File: config.mk
export PLATFORM = sky130hd
export DESIGN_NAME = uart_rx_ctrl_flat
export DESIGN_NICKNAME = d
export VERILOG_FILES = /design/src/rtl/uart_rx_ctrl_pkg.sv /design/src/rtl/uart_rx_ctrl_if.sv /design/src/rtl/uart_rx_fifo.sv /design/src/rtl/uart_rx_ctrl.sv /design/src/flat_wrapper.sv
export SDC_FILE = /design/constraint.sdc
export NUM_CORES = 1
export LEC_CHECK = 0
export BUFFER_PORTS_ARGS = -buffer_cell sky130_fd_sc_hd__buf_4
export CORE_MARGIN = 2
export CORE_UTILIZATION = 46
export CTS_BUF_LIST = sky130_fd_sc_hd__clkbuf_4
export DETAILED_ROUTE_END_ITERATION = 10
export HOLD_SLACK_MARGIN = 0.05
export PLACE_DENSITY = 0.74
export SLEW_MARGIN = 20
export SYNTH_ARGS = -nofsm -noshare
export SYNTH_HDL_FRONTEND = slang
export SYNTH_SLANG_ARGS = --single-unit
File: constraint.sdc
create_clock -name i_clk -period 3.93 [get_ports i_clk]
set_input_delay 0 -clock i_clk [delete_from_list [all_inputs] [get_ports i_clk]]
set_output_delay 0 -clock i_clk [all_outputs]
set_load 0.03 [all_outputs]
File: src/rtl/uart_rx_ctrl_pkg.sv
// rtl/uart_rx_ctrl_pkg.sv - shared constants, baud table and FSM state type for uart_rx_ctrl
//
// Purpose: register map, CTRL/STATUS bit positions, CTRL reset value, the
// 16-entry clocks-per-bit table (100 MHz system clock) and the engine FSM states.
package uart_rx_ctrl_pkg;

  localparam logic [1:0] ADDR_CTRL   = 2'd0;
  localparam logic [1:0] ADDR_STATUS = 2'd1;
  localparam logic [1:0] ADDR_DATA   = 2'd2;
  localparam logic [1:0] ADDR_COUNT  = 2'd3;

  localparam int CTRL_EIGHT = 4;
  localparam int CTRL_PEN   = 5;
  localparam int CTRL_OHEL  = 6;
  localparam int CTRL_EN    = 7;

  localparam int ST_NEMPTY = 0;
  localparam int ST_FULL   = 1;
  localparam int ST_PERR   = 2;
  localparam int ST_FERR   = 3;
  localparam int ST_UOVF   = 4;
  localparam int ST_FOVF   = 5;

  localparam logic [7:0] CTRL_RESET = 8'h14;

  typedef enum logic [1:0] {
    RST_ENG  = 2'd0,
    IDLE     = 2'd1,
    ACK      = 2'd2,
    WAIT_CLR = 2'd3
  } state_t;

  // 300 .. 921600 baud; selectors 12..15 saturate at the fastest rate
  localparam logic [18:0] BAUD_TABLE [16] = '{
    19'd333333, 19'd83333, 19'd41667, 19'd20833,
    19'd10417,  19'd5208,  19'd2604,  19'd1736,
    19'd868,    19'd434,   19'd217,   19'd109,
    19'd109,    19'd109,   19'd109,   19'd109
  };

  function automatic logic [18:0] baud_count(input logic [3:0] sel);
    return BAUD_TABLE[sel];
  endfunction

endpackage

File: src/rtl/uart_rx_ctrl_if.sv
// rtl/uart_rx_ctrl_if.sv - processor-side register port of uart_rx_ctrl
//
// Signals: i_cs access strobe, i_we write/read select, i_addr register index,
// i_wdata write data, o_rdata registered read data (valid the cycle after i_cs).
// master: processor side; slave: uart_rx_ctrl.
interface uart_rx_ctrl_if;
  logic       i_cs;
  logic       i_we;
  logic [1:0] i_addr;
  logic [7:0] i_wdata;
  logic [7:0] o_rdata;

  modport master (output i_cs, output i_we, output i_addr, output i_wdata, input o_rdata);
  modport slave  (input i_cs, input i_we, input i_addr, input i_wdata, output o_rdata);
endinterface

File: src/rtl/uart_rx_fifo.sv
// rtl/uart_rx_fifo.sv - byte FIFO for received UART frames
//
// Ports: i_clk, i_rst_n (async active-low), i_push/i_din write side,
// i_pop read side with o_dout showing the head entry, o_full, o_empty,
// o_count occupancy (clog2(DEPTH)+1 bits). DEPTH must be a power of 2, >= 2.
// A push on a full FIFO is accepted only together with a pop.
module uart_rx_fifo #(
  parameter int DEPTH = 8
) (
  input  logic                     i_clk,
  input  logic                     i_rst_n,
  input  logic                     i_push,
  input  logic [7:0]               i_din,
  input  logic                     i_pop,
  output logic [7:0]               o_dout,
  output logic                     o_full,
  output logic                     o_empty,
  output logic [$clog2(DEPTH):0]   o_count
);
  localparam int AW = $clog2(DEPTH);

  logic [7:0]    mem [DEPTH];
  logic [AW-1:0] wr_ptr, rd_ptr;
  logic [AW:0]   count;
  logic          do_push, do_pop;

  assign o_empty = (count == '0);
  assign o_full  = (count == (AW+1)'(DEPTH));
  assign o_count = count;
  assign o_dout  = mem[rd_ptr];
  assign do_pop  = i_pop & ~o_empty;
  assign do_push = i_push & (~o_full | do_pop);

  // Pointers wrap naturally because DEPTH is a power of 2
  always_ff @(posedge i_clk or negedge i_rst_n) begin
    if (!i_rst_n) begin
      wr_ptr <= '0;
      rd_ptr <= '0;
      count  <= '0;
    end else begin
      if (do_push) wr_ptr <= wr_ptr + 1'b1;
      if (do_pop)  rd_ptr <= rd_ptr + 1'b1;
      case ({do_push, do_pop})
        2'b10:   count <= count + 1'b1;
        2'b01:   count <= count - 1'b1;
        default: count <= count;
      endcase
    end
  end

  always_ff @(posedge i_clk) begin
    if (do_push) mem[wr_ptr] <= i_din;
  end
endmodule

File: src/rtl/uart_rx_ctrl.sv
// rtl/uart_rx_ctrl.sv - configures, sequences and services a UART_RX engine
//
// Ports: i_clk, i_rst_n (async active-low); bus (uart_rx_ctrl_if.slave) with
// registers 0 CTRL, 1 STATUS (W1C [5:2]), 2 DATA (read pops FIFO), 3 COUNT;
// engine side i_rxrdy/i_perr/i_ferr/i_ovf/i_rx_dout in, o_read ack pulse,
// o_rx_rst, o_eight, o_pen, o_ohel, o_rate out.
// Optional UART_RX_CTRL_IRQ_EN: adds o_irq and makes address 3 writable as
// IRQ_MASK ([0] not empty, [1] full, [2] any error flag).
module uart_rx_ctrl
  import uart_rx_ctrl_pkg::*;
#(
  parameter int FIFO_DEPTH = 8,
  parameter int RST_CYCLES = 4
) (
  input  logic                 i_clk,
  input  logic                 i_rst_n,
  uart_rx_ctrl_if.slave        bus,
  input  logic                 i_rxrdy,
  input  logic                 i_perr,
  input  logic                 i_ferr,
  input  logic                 i_ovf,
  input  logic [7:0]           i_rx_dout,
  output logic                 o_read,
  output logic                 o_rx_rst,
  output logic                 o_eight,
  output logic                 o_pen,
  output logic                 o_ohel,
  output logic [18:0]          o_rate
`ifdef UART_RX_CTRL_IRQ_EN
  ,
  output logic                 o_irq
`endif
);
  localparam int CW  = $clog2(FIFO_DEPTH) + 1;
  localparam int RCW = $clog2(RST_CYCLES + 1);

  state_t          state_q, state_d;
  logic [7:0]      ctrl_q;
  logic [RCW-1:0]  rst_cnt;
  logic [3:0]      err_q;        // {fifo ovf, uart ovf, ferr, perr}
  logic [3:0]      err_set, err_clr;
  logic [7:0]      rdata_q, status;
  logic            ctrl_wr, sts_wr, data_rd, en, rst_done, capture;
  logic            fifo_pop, fifo_full, fifo_empty;
  logic [7:0]      fifo_dout;
  logic [CW-1:0]   fifo_count;

  assign ctrl_wr  = bus.i_cs &  bus.i_we & (bus.i_addr == ADDR_CTRL);
  assign sts_wr   = bus.i_cs &  bus.i_we & (bus.i_addr == ADDR_STATUS);
  assign data_rd  = bus.i_cs & ~bus.i_we & (bus.i_addr == ADDR_DATA);
  assign en       = ctrl_q[CTRL_EN];
  assign rst_done = (rst_cnt == RCW'(RST_CYCLES - 1));
  // A CTRL write in the capture cycle wins: the engine is being reset anyway
  assign capture  = (state_q == IDLE) & i_rxrdy & ~ctrl_wr;
  assign fifo_pop = data_rd & ~fifo_empty;
  assign status   = {2'b00, err_q, fifo_full, ~fifo_empty};
  assign bus.o_rdata = rdata_q;

  uart_rx_fifo #(.DEPTH(FIFO_DEPTH)) u_fifo (
    .i_clk   (i_clk),
    .i_rst_n (i_rst_n),
    .i_push  (capture),
    .i_din   (i_rx_dout),
    .i_pop   (fifo_pop),
    .o_dout  (fifo_dout),
    .o_full  (fifo_full),
    .o_empty (fifo_empty),
    .o_count (fifo_count)
  );

  always_ff @(posedge i_clk or negedge i_rst_n) begin
    if (!i_rst_n) begin
      state_q <= RST_ENG;
      rst_cnt <= '0;
    end else begin
      state_q <= state_d;
      if (state_q != RST_ENG || ctrl_wr) rst_cnt <= '0;
      else if (!rst_done)                rst_cnt <= rst_cnt + 1'b1;
    end
  end

  always_comb begin
    state_d  = state_q;
    o_rx_rst = 1'b0;
    o_read   = 1'b0;
    case (state_q)
      RST_ENG: begin
        o_rx_rst = 1'b1;
        if (rst_done && en) state_d = IDLE;
      end
      IDLE:     if (i_rxrdy) state_d = ACK;
      ACK: begin
        o_read  = ~ctrl_wr;
        state_d = WAIT_CLR;
      end
      WAIT_CLR: if (!i_rxrdy) state_d = IDLE;
      default:  state_d = RST_ENG;
    endcase
    if (ctrl_wr || !en) state_d = RST_ENG;
  end

  // Format outputs follow the write data directly so they change one cycle after the write
  always_ff @(posedge i_clk or negedge i_rst_n) begin
    if (!i_rst_n) begin
      ctrl_q  <= CTRL_RESET;
      o_rate  <= baud_count(CTRL_RESET[3:0]);
      o_eight <= CTRL_RESET[CTRL_EIGHT];
      o_pen   <= CTRL_RESET[CTRL_PEN];
      o_ohel  <= CTRL_RESET[CTRL_OHEL];
    end else if (ctrl_wr) begin
      ctrl_q  <= bus.i_wdata;
      o_rate  <= baud_count(bus.i_wdata[3:0]);
      o_eight <= bus.i_wdata[CTRL_EIGHT];
      o_pen   <= bus.i_wdata[CTRL_PEN];
      o_ohel  <= bus.i_wdata[CTRL_OHEL];
    end
  end

  // Sticky flags: a new error in the clearing cycle survives the clear
  assign err_set = {capture & fifo_full & ~fifo_pop, capture & i_ovf, capture & i_ferr, capture & i_perr};
  assign err_clr = sts_wr ? bus.i_wdata[ST_FOVF:ST_PERR] : 4'b0000;

  always_ff @(posedge i_clk or negedge i_rst_n) begin
    if (!i_rst_n) begin
      err_q   <= '0;
      rdata_q <= '0;
    end else begin
      err_q <= (err_q & ~err_clr) | err_set;
      if (bus.i_cs && !bus.i_we) begin
        case (bus.i_addr)
          ADDR_CTRL:   rdata_q <= ctrl_q;
          ADDR_STATUS: rdata_q <= status;
          ADDR_DATA:   rdata_q <= fifo_empty ? 8'h00 : fifo_dout;
          default:     rdata_q <= 8'(fifo_count);
        endcase
      end
    end
  end

`ifdef UART_RX_CTRL_IRQ_EN
  logic [2:0] irq_mask;

  always_ff @(posedge i_clk or negedge i_rst_n) begin
    if (!i_rst_n) begin
      irq_mask <= '0;
      o_irq    <= 1'b0;
    end else begin
      if (bus.i_cs && bus.i_we && bus.i_addr == ADDR_COUNT) irq_mask <= bus.i_wdata[2:0];
      o_irq <= |(irq_mask & {|err_q, fifo_full, ~fifo_empty});
    end
  end
`endif
endmodule

File: src/flat_wrapper.sv
// flat-port wrapper written by rule: the top's interface ports become plain ports
module uart_rx_ctrl_flat import uart_rx_ctrl_pkg::*;
#(
  parameter int FIFO_DEPTH = 8,
  parameter int RST_CYCLES = 4
)
  (i_clk, i_rst_n, i_rxrdy, i_perr, i_ferr, i_ovf, i_rx_dout, o_read, o_rx_rst, o_eight, o_pen, o_ohel, o_rate, bus_i_cs, bus_i_we, bus_i_addr, bus_i_wdata, bus_o_rdata);
  uart_rx_ctrl_if bus_i ();
  input  logic i_clk;
  input  logic i_rst_n;
  input  logic i_rxrdy;
  input  logic i_perr;
  input  logic i_ferr;
  input  logic i_ovf;
  input  logic [7:0] i_rx_dout;
  output logic o_read;
  output logic o_rx_rst;
  output logic o_eight;
  output logic o_pen;
  output logic o_ohel;
  output logic [18:0] o_rate;
  input wire logic [$bits(bus_i.i_cs)-1:0] bus_i_cs;
  input wire logic [$bits(bus_i.i_we)-1:0] bus_i_we;
  input wire logic [$bits(bus_i.i_addr)-1:0] bus_i_addr;
  input wire logic [$bits(bus_i.i_wdata)-1:0] bus_i_wdata;
  output wire logic [$bits(bus_i.o_rdata)-1:0] bus_o_rdata;
  assign bus_i.i_cs = bus_i_cs;
  assign bus_i.i_we = bus_i_we;
  assign bus_i.i_addr = bus_i_addr;
  assign bus_i.i_wdata = bus_i_wdata;
  assign bus_o_rdata = bus_i.o_rdata;
  uart_rx_ctrl #(.FIFO_DEPTH(FIFO_DEPTH), .RST_CYCLES(RST_CYCLES)) u_core (.i_clk(i_clk), .i_rst_n(i_rst_n), .bus(bus_i), .i_rxrdy(i_rxrdy), .i_perr(i_perr), .i_ferr(i_ferr), .i_ovf(i_ovf), .i_rx_dout(i_rx_dout), .o_read(o_read), .o_rx_rst(o_rx_rst), .o_eight(o_eight), .o_pen(o_pen), .o_ohel(o_ohel), .o_rate(o_rate));
endmodule
== Yosys cells after proc, flatten, opt, wreduce, memory -nomap -nowiden ==
Memory sizes are Yosys's and may differ from the RTL's. A register that Yosys moved wholly into a read port is not among the register bits.
Cells that the tools add are included.
W data, S select, Z words.

* Equal/unequal tests: 13
* Bitwise gates (word level): 25
* Mux-type cells: 15
* Reductions and logical operators: 13
* $add $sub $neg: 5

{| class="wikitable"
|+ Operators with widths
! kind !! count
|-
| $pmux W8 S3 || 1
|-
| $and A1 B1 Y1 || 15
|-
| $add A3 B1 Y3 const B || 3
|-
| $eq A2 B2 Y1 const B || 4
|-
| $mux W2 || 4
|-
| $mux W8 || 1
|-
| $pmux W2 S4 || 1
|-
| $pmux W4 S2 || 1
|-
| $eq A2 B1 Y1 const B || 3
|-
| $mux W3 || 2
|-
| $not A1 Y1 || 5
|-
| $not A4 Y5 || 1
|-
| $add A4 B1 Y4 const B || 1
|-
| $and A4 B4 Y4 || 1
|-
| $eq A4 B4 Y1 const B || 1
|-
| $logic_not A2 Y1 || 2
|-
| $logic_not A4 Y1 || 1
|-
| $mux W1 || 4
|-
| $mux W4 || 1
|-
| $not A4 Y4 || 1
|-
| $or A4 B4 Y4 || 1
|-
| $reduce_bool A2 Y1 || 2
|-
| $sub A4 B1 Y4 const B || 1
|-
| $eq A3 B2 Y1 const B || 1
|-
| other kinds (9) || 13
|}

* Input port bits: 26
* Memories kept: 2
* Register bits: 38
* Memory bits (read-only): 304
* Memory bits (writable): 64

{| class="wikitable"
|+ Memories
! memory !! words !! bits a word !! rd ports !! clocked after memory_dff !! write ports !! line !! source
|-
| (no name shown) || 16 || 19 || 1 || 1 || 0 || uart_rx_ctrl_pkg.sv:42 || <nowiki>return BAUD_TABLE[sel];</nowiki>
|-
| u_core.u_fifo.mem || 8 || 8 || 1 || 0 || 1 || uart_rx_fifo.sv:22 || <nowiki>logic [7:0] mem [DEPTH];</nowiki>
|}

== Depth between registers and ports, before layout ==
Gate-level depths: netlist of run 1.

* Depth in word-level cells: 9
* Mapped depth: 11
* Gate-level depth less buffers: 11

== Hierarchy ==
A second synthesis of run 1 with hierarchy kept.

* Cells, all modules: 414
* Area total of the unflattened synthesis: 5484.0 um2

{| class="wikitable"
|+ By module, submodules not included
! module !! cells an instance !! instances !! area each (um2) !! sequential area each (um2)
|-
| uart_rx_fifo || 177 || 1 || 3135.5 || 2172.1
|-
| uart_rx_ctrl || 237 || 1 || 2348.5 || 1086.0
|}

== Worst setup path before layout of run 1 ==
Ideal clock, no wire load.

* Path type: flip-flop to flip-flop
* From: reg u_core.state_q[1]
* To: mem u_core.u_fifo.mem[0][0] (enable)
* Arrival: 1.940 ns
* Clock period less this slack: 2.335 ns
* Setup slack: 1.595 ns
* Required time: 3.535 ns
* Cell stages (with the launch flop): 7
* Path through: dfrtp_1 inv_1 ha_1 nand2_1 nor2_8 nand2_1 nor4_1

* Longest elaborated chain between the ends: 6

{| class="wikitable"
|+ Ends and longest elaborated chain
! item !! line !! source
|-
| start, declared || uart_rx_ctrl.sv:37 || <nowiki>state_t state_q, state_d;</nowiki>
|-
| start signal, assigned || uart_rx_ctrl.sv:76 || <nowiki>state_q <= state_d;</nowiki>
|-
| $eq A2 B1 Y1 || uart_rx_ctrl.sv:54 || <nowiki>assign capture = (state_q == IDLE) & i_rxrdy & ~ctrl_wr;</nowiki>
|-
| $and A1 B1 Y1 (2 in series) || uart_rx_ctrl.sv:54 ||
|-
| $and A1 B1 Y1 || uart_rx_fifo.sv:32 || <nowiki>assign do_push = i_push & (~o_full | do_pop);</nowiki>
|-
| $mux W1 || uart_rx_fifo.sv:52 || <nowiki>if (do_push) mem[wr_ptr] <= i_din;</nowiki>
|-
| $mux W1 (not written as such) || uart_rx_fifo.sv:52 ||
|-
| end, declared || uart_rx_fifo.sv:22 ||
|}

No other way between the ends.

== Worst setup path after layout of run 1 ==
* From: reg u_core.state_q[1]
* To: mem u_core.u_fifo.mem[7][1] (enable)

The elaborated chain is that of the path after synthesis.

==> run metrics, run 1 <==
status complete, no violations; post-CTS sizing 0; largest net degree at the start of global routing 39; Post-Synthesis Cells 407; max-slew headroom at the worst pin 45.92%; Final Non-Filler Cells 656; Pleak 2.632 nW; Critical R2R Capture u_core.u_fifo.mem[7][1]; GPL Wtd Cong 0.8446; setup ws final 1396 ps; top cell type by total area after synthesis edfxtp_1; final hold viol count 0; number of I/O pins 58; CP endpoint kind flop; Worst Tran Pin Value 811.2 ps; dpl ws 1259 ps; # setup viols final 0; Vias 3,581; total power 0.003717 W; post-synth top area share 36.05%; first-pass GRT wire length 19,020 um; Final Max Slew Viols 0; Max clock buf depth 2; CP arrival 2690 ps; worst skew pair latency 520 ps; Setup crit start kind flop; cell row count 39; post-synthesis sequential area ratio 61.11%; synthesized flop and latch total 117; CTS root buf clkbuf_4; Avg WL per Cell 17.71 um; initial antenna violation count 0; count of different cell masters after synthesis 59; RSZ-0062 raised after global routing no; reg-to-reg startpoint u_core.state_q[1]; synthesized cell area 0.005331 mm2; required time of the critical path 4090 ps; Worst Hold Depth 4; antenna fix cells 0; Reg2Reg Depth 6; layout net count 540; Min Clock Period, post-route 2534 ps; Inserted Clock Buffers 17; Compound-Gate Fraction of Synth Area 7.909%; # clock sinks 117; Die ar. 0.01247 mm2; hold path start bus_i_wdata[6]; XOR/XNOR Fraction of Synth Area 1.314%; Top FF cell, synth edfxtp_1; CTS tree yes; multiplexer share of the synthesized area 10.84%; Fmax achieved 394.6 MHz; CORE AREA 0.01137 mm2; DP HPWL 7745 um; via/cell ratio 5.459; Die Wd 111.7 um; clk_skew 13.72 ps; Post-Synth Adder-Cell Area 3.286%; flop2flop setup slack 1400 ps; Tcrit/Tclk final 64.49%; largest family of logic cells by synthesized area simple AND/OR/NAND/NOR gates; Max Cap Viol 0; Area Overhead vs Synth 22.44%; Avg Inst Size Synth 13.10 um2; die extent in y 111.7 um; setup repair bufs after CTS 0; drt pass-1 iters 5; Post-Syn Nets 447; synth cell count leaders 66 x nand2_1, 64 x edfxtp_1, 45 x dfrtp_1; final WL 11,620 um; DRC errors left 0; most frequent cell after synthesis nand2_1; starting density of the core 46.89%; yosys warns 0; htree depth 4; Hold EP u_core.ctrl_q[6]; Clock Pin Slew Worst Setup and Hold Paths 110 ps; critical path class reg2reg; Synth area leaders edfxtp_1 36%, dfrtp_1 21%, mux4_2 5.9%, nand2_1 4.6%, dfstp_2 3.9%; share of cells above drive strength 1 25.73%; PortBufs 56; Post-synth EDFFs 64; Layout Utilization 57.41%; maximum VDD drop 0.3842 mV; drt first-iter violations 198; post-synthesis simple-gate area fraction 12.56%; Sum Neg Setup Slack 0 ps; GRT Overall Usage 19.90%; Remaining Overflow, GRT 0; Async S/R FF share, synth 45.30%; P per Cell Area 569.4 mW/mm2; Hold Path Class in2reg; number of global-route vias before repair 3,600; dpl cells 589; Final ANT Viol Nets 0; CP Max Fanout 8
-- metal layers --
metal,vias up,share of wire [%],global-route usage [%]
met4,0,3.1,10.12
met2,112,52,33.21
li1,1684,-,-
met5,-,0,0
met3,26,4.5,4.518
met1,1759,41,24.38
-- cells by family after synthesis --
group           after synthesis
mux                          38
fa+ha+maj                    14
xor+xnor                      8
other cells                   1
simple gates                135
buf+inv                      33
flops                       117
compound gates               61
-- cells in the final DEF, fill, tap and decap left out, types with 10 or more instances in the layout --
master,instances
a21oi_1,12
mux4_2,14
nor2_1,23
mux2i_1,18
nand2_1,66
ha_1,14
clkbuf_4,18
dfrtp_1,45
edfxtp_1,64
dlygate4sd3_1,34
nand2b_1,11
o21ai_0,10
buf_4,63
-- worst max-delay path: stages, from the launching register on --
cell and delay (ps):
dfrtp_1 440, inv_1 100, ha_1 200, nand2_1 220, a211oi_2 390, nand2_1 190
nor2_1 630
-- final cells by class --
| cell class | count | area, um2 |
|---|---|---|
| multi-input cells | 257 | 1938 |
| repair buffers | 98 | 833.3 |
| well taps | 143 | 178.9 |
| flip-flops and latches | 117 | 3258 |
| inverters | 9 | 33.78 |
| clock inverters | 14 | 150.1 |
| fillers | 916 | 4842 |
| clock buffers | 18 | 135.1 |
-- sequential cells by signal, indices dropped and copies added, names as in the netlist --
signal and flops:
u_core.u_fifo.mem 64, u_core.o_rate 18, u_core.bus.o_rdata 8, u_core.ctrl_q 8, u_core.err_q 4, u_core.u_fifo.o_count 4
u_core.rst_cnt 3, u_core.u_fifo.rd_ptr 3, u_core.u_fifo.wr_ptr 3, u_core.state_q 2
-- worst max path at each step --
stage                       from                 endpoint  cells past startpoint
6_report       u_core.state_q[1]  u_core.u_fifo.mem[7][1]                      6
5_1_grt        u_core.state_q[1]  u_core.u_fifo.mem[7][0]                      6
4_1_cts        u_core.state_q[1]  u_core.u_fifo.mem[4][1]                      6
3_5_place_dp   u_core.state_q[1]  u_core.u_fifo.mem[4][2]                      6
3_3_place_gp   u_core.state_q[1]  u_core.u_fifo.mem[4][3]                      6
2_1_floorplan  u_core.state_q[1]  u_core.u_fifo.mem[0][0]                      6
-- through the flow --
stage | area, um2 | hold WS [ps]
after floorplan | 5331 | -295.6
after global placement | 5877 | 71.90
after detailed placement | 5877 | 87.34
after CTS | 6523 | 185.3
after global routing | 6528 | 204.1
final | 6528 | 227.3
-- where the power goes --
| part | switching (W) | internal (W) | leakage, nW | total (W) |
|---|---|---|---|---|
| Sequential | 0.000244 | 0.00148 | 1.24 | 0.00172 |
| Clock | 0.000480 | 0.000390 | 0.150 | 0.000870 |
| Combinational | 0.000570 | 0.000556 | 1.25 | 0.00113 |
-- timing repair --
item | in CTS | in global routing
endpoints found under the setup margin | 0 | 0
endpoints found under the hold margin | 157 | 0
hold buffers | 35 | 0
Note: power is estimated with default switching activity, not from simulation.
==> run 2, diff against run 1 <==
--- a/config.mk
+++ b/config.mk
@@ -11,7 +11,7 @@
 export CTS_BUF_LIST = sky130_fd_sc_hd__clkbuf_4
 export DETAILED_ROUTE_END_ITERATION = 10
 export HOLD_SLACK_MARGIN = 0.05
-export PLACE_DENSITY = 0.74
+export PLACE_DENSITY = 0.77
 export SLEW_MARGIN = 20
 export SYNTH_ARGS = -nofsm -noshare
 export SYNTH_HDL_FRONTEND = slang
==> constraint.sdc (replaced) <==
create_clock -name i_clk -period 2.05 [get_ports i_clk]
set_input_delay 0 -clock i_clk [delete_from_list [all_inputs] [get_ports i_clk]]
set_output_delay 0 -clock i_clk [all_outputs]
set_load 0.03 [all_outputs]
==> run metrics, run 2 (synthesis results as in run 1) <==
status complete, no violations (unchanged); Max clock buf depth 2 (unchanged); Die Wd 111.7 um (unchanged); commonest cells after routing, fill and taps aside 75 x buf_4, 65 x nand2_1, 64 x edfxtp_1 (was 66 x nand2_1, 64 x edfxtp_1, 63 x buf_4); Avg WL per Cell 18.32 um (was 17.71 um); worst skew pair latency 520 ps (about the same); layout net count 555 (was 540); PortBufs 56 (unchanged); Hold Path Class in2reg (unchanged); antenna fix cells 0 (unchanged); Worst Hold Depth 5 (was 4); CP Max Fanout 10 (was 8); Multi-input gate area 0.001969 mm2 (was 0.001938 mm2); Layout Utilization 58.79% (was 57.41%); # clock sinks 117 (unchanged); via/cell ratio 5.472 (was 5.459); CP top delay family buffers and inverters (was simple AND/OR/NAND/NOR gates); Vias 3,672 (was 3,581); drt first-iter violations 223 (was 198); htree depth 4 (unchanged); Max Cap Viol 0 (unchanged); CTS root buf clkbuf_4 (unchanged); drt pass-1 iters 4 (was 5); first-pass GRT wire length 20,010 um (was 19,020 um); number of flip-flops in the largest register 64 (unchanged); dpl ws 5.765 ps (was 1259 ps); Worst path depth 8 (was 6); share of cells above drive strength 1 28.41% (was 25.73%); GRT Overall Usage 20.85% (was 19.90%); final hold viol count 0 (unchanged); Crit-path slowest cell dlygate4sd3_1 (was nor2_1); Buf+Inv Stages, Crit Path 4 (was 1); setup ws final 32.03 ps (was 1396 ps); # setup viols final 0 (unchanged); initial antenna violation count 0 (unchanged); CP Cell Sequence dlygate4sd3_1 -> buf_4 -> nor2b_4 -> and3_4 -> dlygate4sd3_1 -> nand2_1 -> a32o_1 -> dlygate4sd3_1 (was inv_1 -> ha_1 -> nand2_1 -> a211oi_2 -> nand2_1 -> nor2_1); number of global-route vias before repair 3,792 (was 3,600); P per Cell Area 1093 mW/mm2 (was 569.4 mW/mm2); cell row count 39 (unchanged); Die ar. 0.01247 mm2 (unchanged); Register Area 0.003258 mm2 (unchanged); largest registers u_core.u_fifo.mem: 64 flops, u_core.o_rate: 18 flops (unchanged); RSZ-0062 raised after global routing yes (was no); max-slew headroom at the worst pin 47.52% (was 45.92%); CTS tree yes (unchanged); GPL Wtd Cong 0.8299 (was 0.8446); Remaining Overflow, GRT 0 (unchanged); largest net degree at the start of global routing 54 (was 39); Largest Register u_core.u_fifo.mem (unchanged); starting density of the core 46.89% (unchanged); Tcrit/Tclk final 98.44%; Fmax achieved 495.5 MHz; critical path class in2reg (was reg2reg); CP endpoint kind flop (unchanged); # fillers 904 (was 916); Worst Tran Pin Value 787.2 ps (was 811.2 ps); Critical Path Most Common Cell dlygate4sd3_1 (was nand2_1); Pleak 2.720 nW (was 2.632 nW); Setup crit start kind input pin (was flop); DP HPWL 8040 um (was 7745 um); Final Max Slew Viols 0 (unchanged); commonest non-fill, non-tap cell in the layout buf_4 (was nand2_1); Inserted Clock Buffers 17 (unchanged); number of I/O pins 58 (unchanged); final WL 12,300 um (was 11,620 um); clk_skew 10.83 ps (was 13.72 ps); Final ANT Viol Nets 0 (unchanged); maximum VDD drop 0.7141 mV (was 0.3842 mV); Reg2Reg Depth 9 (was 6); required time of the critical path 2460 ps (was 4090 ps); CORE AREA 0.01137 mm2 (unchanged); setup repair bufs after CTS 0 (unchanged); die extent in y 111.7 um (unchanged); Area Overhead vs Synth 25.37% (was 22.44%); Clock Pin Slew Worst Setup and Hold Paths 110 ps (about the same); DRC errors left 0 (unchanged); Worst path max stage delay 560 ps (was 630 ps); Min Clock Period, post-route 2018 ps; CP arrival 2430 ps (was 2690 ps)
[run 2: final timing paths]
check	from	end	slack [ps]
worst max-delay path	bus_i_addr[1]	u_core.err_q[3]	30
worst min-delay path	bus_i_cs	u_core.u_fifo.o_count[3]	110
worst max register to register	u_core.u_fifo.o_count[1]	u_core.u_fifo.o_count[2]	40
worst min register to register	u_core.o_rate[0]	u_core.o_rate[0]	490
max in group asynchronous	i_rst_n	u_core.rst_cnt[0]	990
min in group asynchronous	i_rst_n	u_core.o_rate[12]	600
[run 2: final cells by class]
| class | instances | share of cell area [%] |
|---|---|---|
| sequential | 117 | 48.75 |
| clock inverter | 14 | 2.321 |
| multi-input combinational | 257 | 29.46 |
| clock buffer | 18 | 2.022 |
| inverter | 9 | 0.5054 |
| tap | 143 | 2.677 |
| timing repair buffer | 113 | 14.26 |
[run 2: report_power, final]
| group | internal, W | switching (W) | leakage, nW |
|---|---|---|---|
| sequential | 0.00283 | 0.000339 | 1.24 |
| clock | 0.000746 | 0.000942 | 0.141 |
| combinational | 0.00117 | 0.00127 | 1.34 |
| total | 0.00476 | 0.00255 | 2.72 |
[run 2: routing by layer]
metal / vias to the layer above / GRT usage [%] / routed length [um]
li1: 1706 / - / -
met4: 0 / 6.831 / 208
met1: 1827 / 26.80 / 5323
met5: - / 0 / 0
met2: 120 / 34.30 / 6133
met3: 19 / 6.042 / 630
[run 2: worst min-delay path, delay by kind of cell]
| kind | cells | cell delay, ps |
|---|---|---|
| buffers and inverters | 1 | 140 |
| AND/OR/NAND/NOR | 3 | 370 |
| AO/OA/AOI/OAI | 1 | 70 |
[run 2: what timing repair did]
| action | CTS | global route |
|---|---|---|
| endpoints found under the setup margin | 1 | 42 |
| resized for setup | 1 | 7 |
| hold endpoints to repair | 157 | 0 |
| hold buffers | 37 | 0 |
[run 2: stage by stage]
stage	total power (W)	hold WS [ps]	area, um2	std cells	TNS [ps]
2_1_floorplan	0.004772	-295.6	5343	407	-2474
3_3_place_gp	0.005431	68.38	5998	602	0
3_5_place_dp	0.005546	78.42	5998	602	0
6_report	0.007303	105.7	6684	671	0
4_1_cts	0.007340	57.28	6661	671	0
5_1_grt	0.007716	90.74	6684	671	-58.75
==> run 3, diff against run 2 <==
--- a/config.mk
+++ b/config.mk
@@ -8,10 +8,10 @@
 export BUFFER_PORTS_ARGS = -buffer_cell sky130_fd_sc_hd__buf_4
 export CORE_MARGIN = 2
 export CORE_UTILIZATION = 46
-export CTS_BUF_LIST = sky130_fd_sc_hd__clkbuf_4
+export CTS_BUF_LIST = sky130_fd_sc_hd__clkbuf_8
 export DETAILED_ROUTE_END_ITERATION = 10
 export HOLD_SLACK_MARGIN = 0.05
-export PLACE_DENSITY = 0.77
+export PLACE_DENSITY = 0.71
 export SLEW_MARGIN = 20
 export SYNTH_ARGS = -nofsm -noshare
 export SYNTH_HDL_FRONTEND = slang
==> run metrics, run 3 (synthesis results as in run 1) <==
CP top delay family simple AND/OR/NAND/NOR gates (was buffers and inverters); switch share 31.63% (was 34.89%); number of I/O pins 58 (unchanged); via/cell ratio 5.348 (was 5.472); Remaining Overflow, GRT 0 (unchanged); Final Non-Filler Cells 664 (was 671); DRC errors left 0 (unchanged); Buf+Inv Stages, Crit Path 0 (was 4); Final ANT Viol Nets 0 (unchanged); Flop pwr share 39.5% (was 43.5%); largest net degree at the start of global routing 54 (unchanged); CORE AREA 0.01137 mm2 (unchanged); Worst Tran Pin Value 690.5 ps (was 787.2 ps); Final Max Slew Viols 0 (unchanged); maximum VDD drop 0.7448 mV (was 0.7141 mV); Max clock buf depth 2 (unchanged); Worst Hold Depth 4 (was 5); CP Max Fanout 2 (was 10); status complete, no violations (unchanged); max-slew headroom at the worst pin 53.97% (was 47.52%); DP HPWL 7980 um (was 8040 um); share of cells above drive strength 1 29.17% (was 28.41%); number of global-route vias before repair 3,627 (was 3,792); initial antenna violation count 0 (unchanged); Fmax achieved 497.1 MHz (was 495.5 MHz); dpl cells 605 (was 602); # clock sinks 117 (unchanged); # setup viols final 0 (unchanged); RSZ-0062 raised after global routing yes (unchanged); Tcrit/Tclk final 98.13% (was 98.44%); Worst path max stage delay 420 ps (was 560 ps); reg-to-reg startpoint u_core.u_fifo.o_count[0] (was u_core.u_fifo.o_count[1]); commonest non-fill, non-tap cell in the layout buf_4 (unchanged); Largest Register u_core.u_fifo.mem (unchanged); PortBufs 56 (unchanged); Multi-input gate area 0.001978 mm2 (was 0.001969 mm2); Clock Pin Slew Worst Setup and Hold Paths 70 ps (was 110 ps); Pleak 2.761 nW (was 2.720 nW); drt first-iter violations 215 (was 223); Die ar. 0.01247 mm2 (unchanged); first-pass GRT wire length 18,840 um (was 20,010 um); Hold EP u_core.bus.o_rdata[0] (was u_core.u_fifo.o_count[3]); Vias 3,551 (was 3,672); final hold viol count 0 (unchanged); clk_skew 7.255 ps (was 10.83 ps); antenna fix cells 0 (unchanged); dpl ws -9.186 ps (was 5.765 ps); Inserted Clock Buffers 17 (unchanged); cell row count 39 (unchanged); die extent in y 111.7 um (unchanged); required time of the critical path 2390 ps (was 2460 ps); Clk pwr share 29.5% (was 23.1%); # fillers 895 (was 904); layout net count 549 (was 555); total power 0.008001 W (was 0.007303 W); commonest cells after routing, fill and taps aside 80 x buf_4, 64 x nand2_1, 64 x edfxtp_1 (was 75 x buf_4, 65 x nand2_1, 64 x edfxtp_1); Area Overhead vs Synth 27.01% (was 25.37%); Register Area 0.003258 mm2 (unchanged); largest registers u_core.u_fifo.mem: 64 flops, u_core.o_rate: 18 flops (unchanged); CP Cell Sequence or3_4 -> o21ai_4 -> nor2_2 -> xor2_1 -> ha_2 -> nor2_1 -> and4b_1 -> a31oi_2 -> xnor2_1 (was dlygate4sd3_1 -> buf_4 -> nor2b_4 -> and3_4 -> dlygate4sd3_1 -> nand2_1 -> a32o_1 -> dlygate4sd3_1); number of flip-flops in the largest register 64 (unchanged); Setup crit start kind flop (was input pin); Crit-path slowest cell or3_4 (was dlygate4sd3_1); htree depth 4 (unchanged); Min Clock Period, post-route 2012 ps (was 2018 ps); GRT Overall Usage 19.52% (was 20.85%); Sw Pwr 0.002531 W (was 0.002548 W); setup ws final 38.25 ps (was 32.03 ps); CTS root buf clkbuf_8 (was clkbuf_4); CP arrival 2350 ps (was 2430 ps); Critical R2R Capture u_core.u_fifo.o_count[2] (unchanged); Avg WL per Cell 17.66 um (was 18.32 um); GPL Wtd Cong 0.8844 (was 0.8299); internal power 0.005470 W (was 0.004755 W); CP endpoint kind flop (unchanged); critical path class reg2reg (was in2reg); final WL 11,730 um (was 12,300 um); drt pass-1 iters 4 (unchanged); Reg2Reg Depth 9 (unchanged); hold path start bus_i_we (was bus_i_cs); Max Cap Viol 0 (unchanged); CTS tree yes (unchanged); Die Wd 111.7 um (unchanged); Combinational Power Share 31.1% (was 33.4%); worst skew pair latency 420 ps (was 520 ps); flop2flop setup slack 40 ps (about the same); starting density of the core 46.89% (unchanged); P per Cell Area 1181 mW/mm2 (was 1093 mW/mm2); Hold Path Class in2reg (unchanged)
## run 3: cell types whose count changed in the layout (fill, tap and decap cells not counted), sizes merged
cell,change
buf,+5
bufinv,+3
clkbuf,-1
clkinvlp,-3
dlygate4sd3,-11
## run 3: per-stage QoR
step	setup TNS (ps)	util [%]	cell area (um2)	hold slack, ps
after floorplan	-2474	-	5343	-295.6
after global placement	0	52.95	6021	71.84
after detailed placement	-23.07	52.95	6021	93.22
after CTS	0	59.15	6725	56.04
after global routing	-40.64	59.56	6771	83.06
final	0	59.56	6771	68.68
## run 3: worst max path at each step
stage	startpoint	to	slack [ps]	cells past startpoint
global placement	u_core.state_q[1]	u_core.u_fifo.mem[2][4]	80	8
detailed placement	u_core.state_q[1]	u_core.u_fifo.o_count[2]	-9	11
floorplan	u_core.state_q[1]	u_core.u_fifo.mem[1][0]	-100	6
global route	u_core.u_fifo.o_count[0]	u_core.u_fifo.o_count[2]	-40	9
finish	u_core.u_fifo.o_count[0]	u_core.u_fifo.o_count[2]	40	9
CTS	u_core.state_q[1]	u_core.u_fifo.o_count[2]	10	11
## run 3: power groups by stage
stage | clock (W) | combinational, W | sequential, W
floorplan | 0 | 0.00148 | 0.00329
global placement | 0 | 0.00230 | 0.00318
detailed placement | 0 | 0.00239 | 0.00320
CTS | 0.00239 | 0.00246 | 0.00315
global route | 0.00250 | 0.00270 | 0.00321
finish | 0.00236 | 0.00249 | 0.00316
## run 3: repair_timing
item,CTS,global route
hold buffers,26,0
setup buffers,0,2
hold endpoints to repair,147,0
gates resized for setup,1,7
pin swaps,0,7
endpoints found under the setup margin,25,67
## run 3: area by class of cell
| class | instances | area share, % |
|---|---|---|
| inverter | 9 | 0.4989 |
| multi-input combinational | 257 | 29.21 |
| tap | 143 | 2.642 |
| clock inverter | 14 | 3.067 |
| sequential | 117 | 48.12 |
| clock buffer | 17 | 3.455 |
| timing repair buffer | 107 | 13.01 |
## run 3: layer usage
metal | vias to the layer above | share of wire [%] | wire [um] | global-route usage, %
met4 | 0 | 1.4 | 167 | 5.103
li1 | 1688 | - | - | -
met2 | 107 | 52 | 6096 | 33.25
met1 | 1743 | 41 | 4860 | 24.82
met3 | 13 | 5.1 | 599 | 5.389
met5 | - | 0 | 0 | 0
## run 3: worst register-to-register path, stage by stage (launching register included)
cell and delay (ps):
dfrtp_1 380, or3_4 420, o21ai_4 170, nor2_2 50
xor2_1 170, ha_2 210, nor2_1 40, and4b_1 180
a31oi_2 180, xnor2_1 140
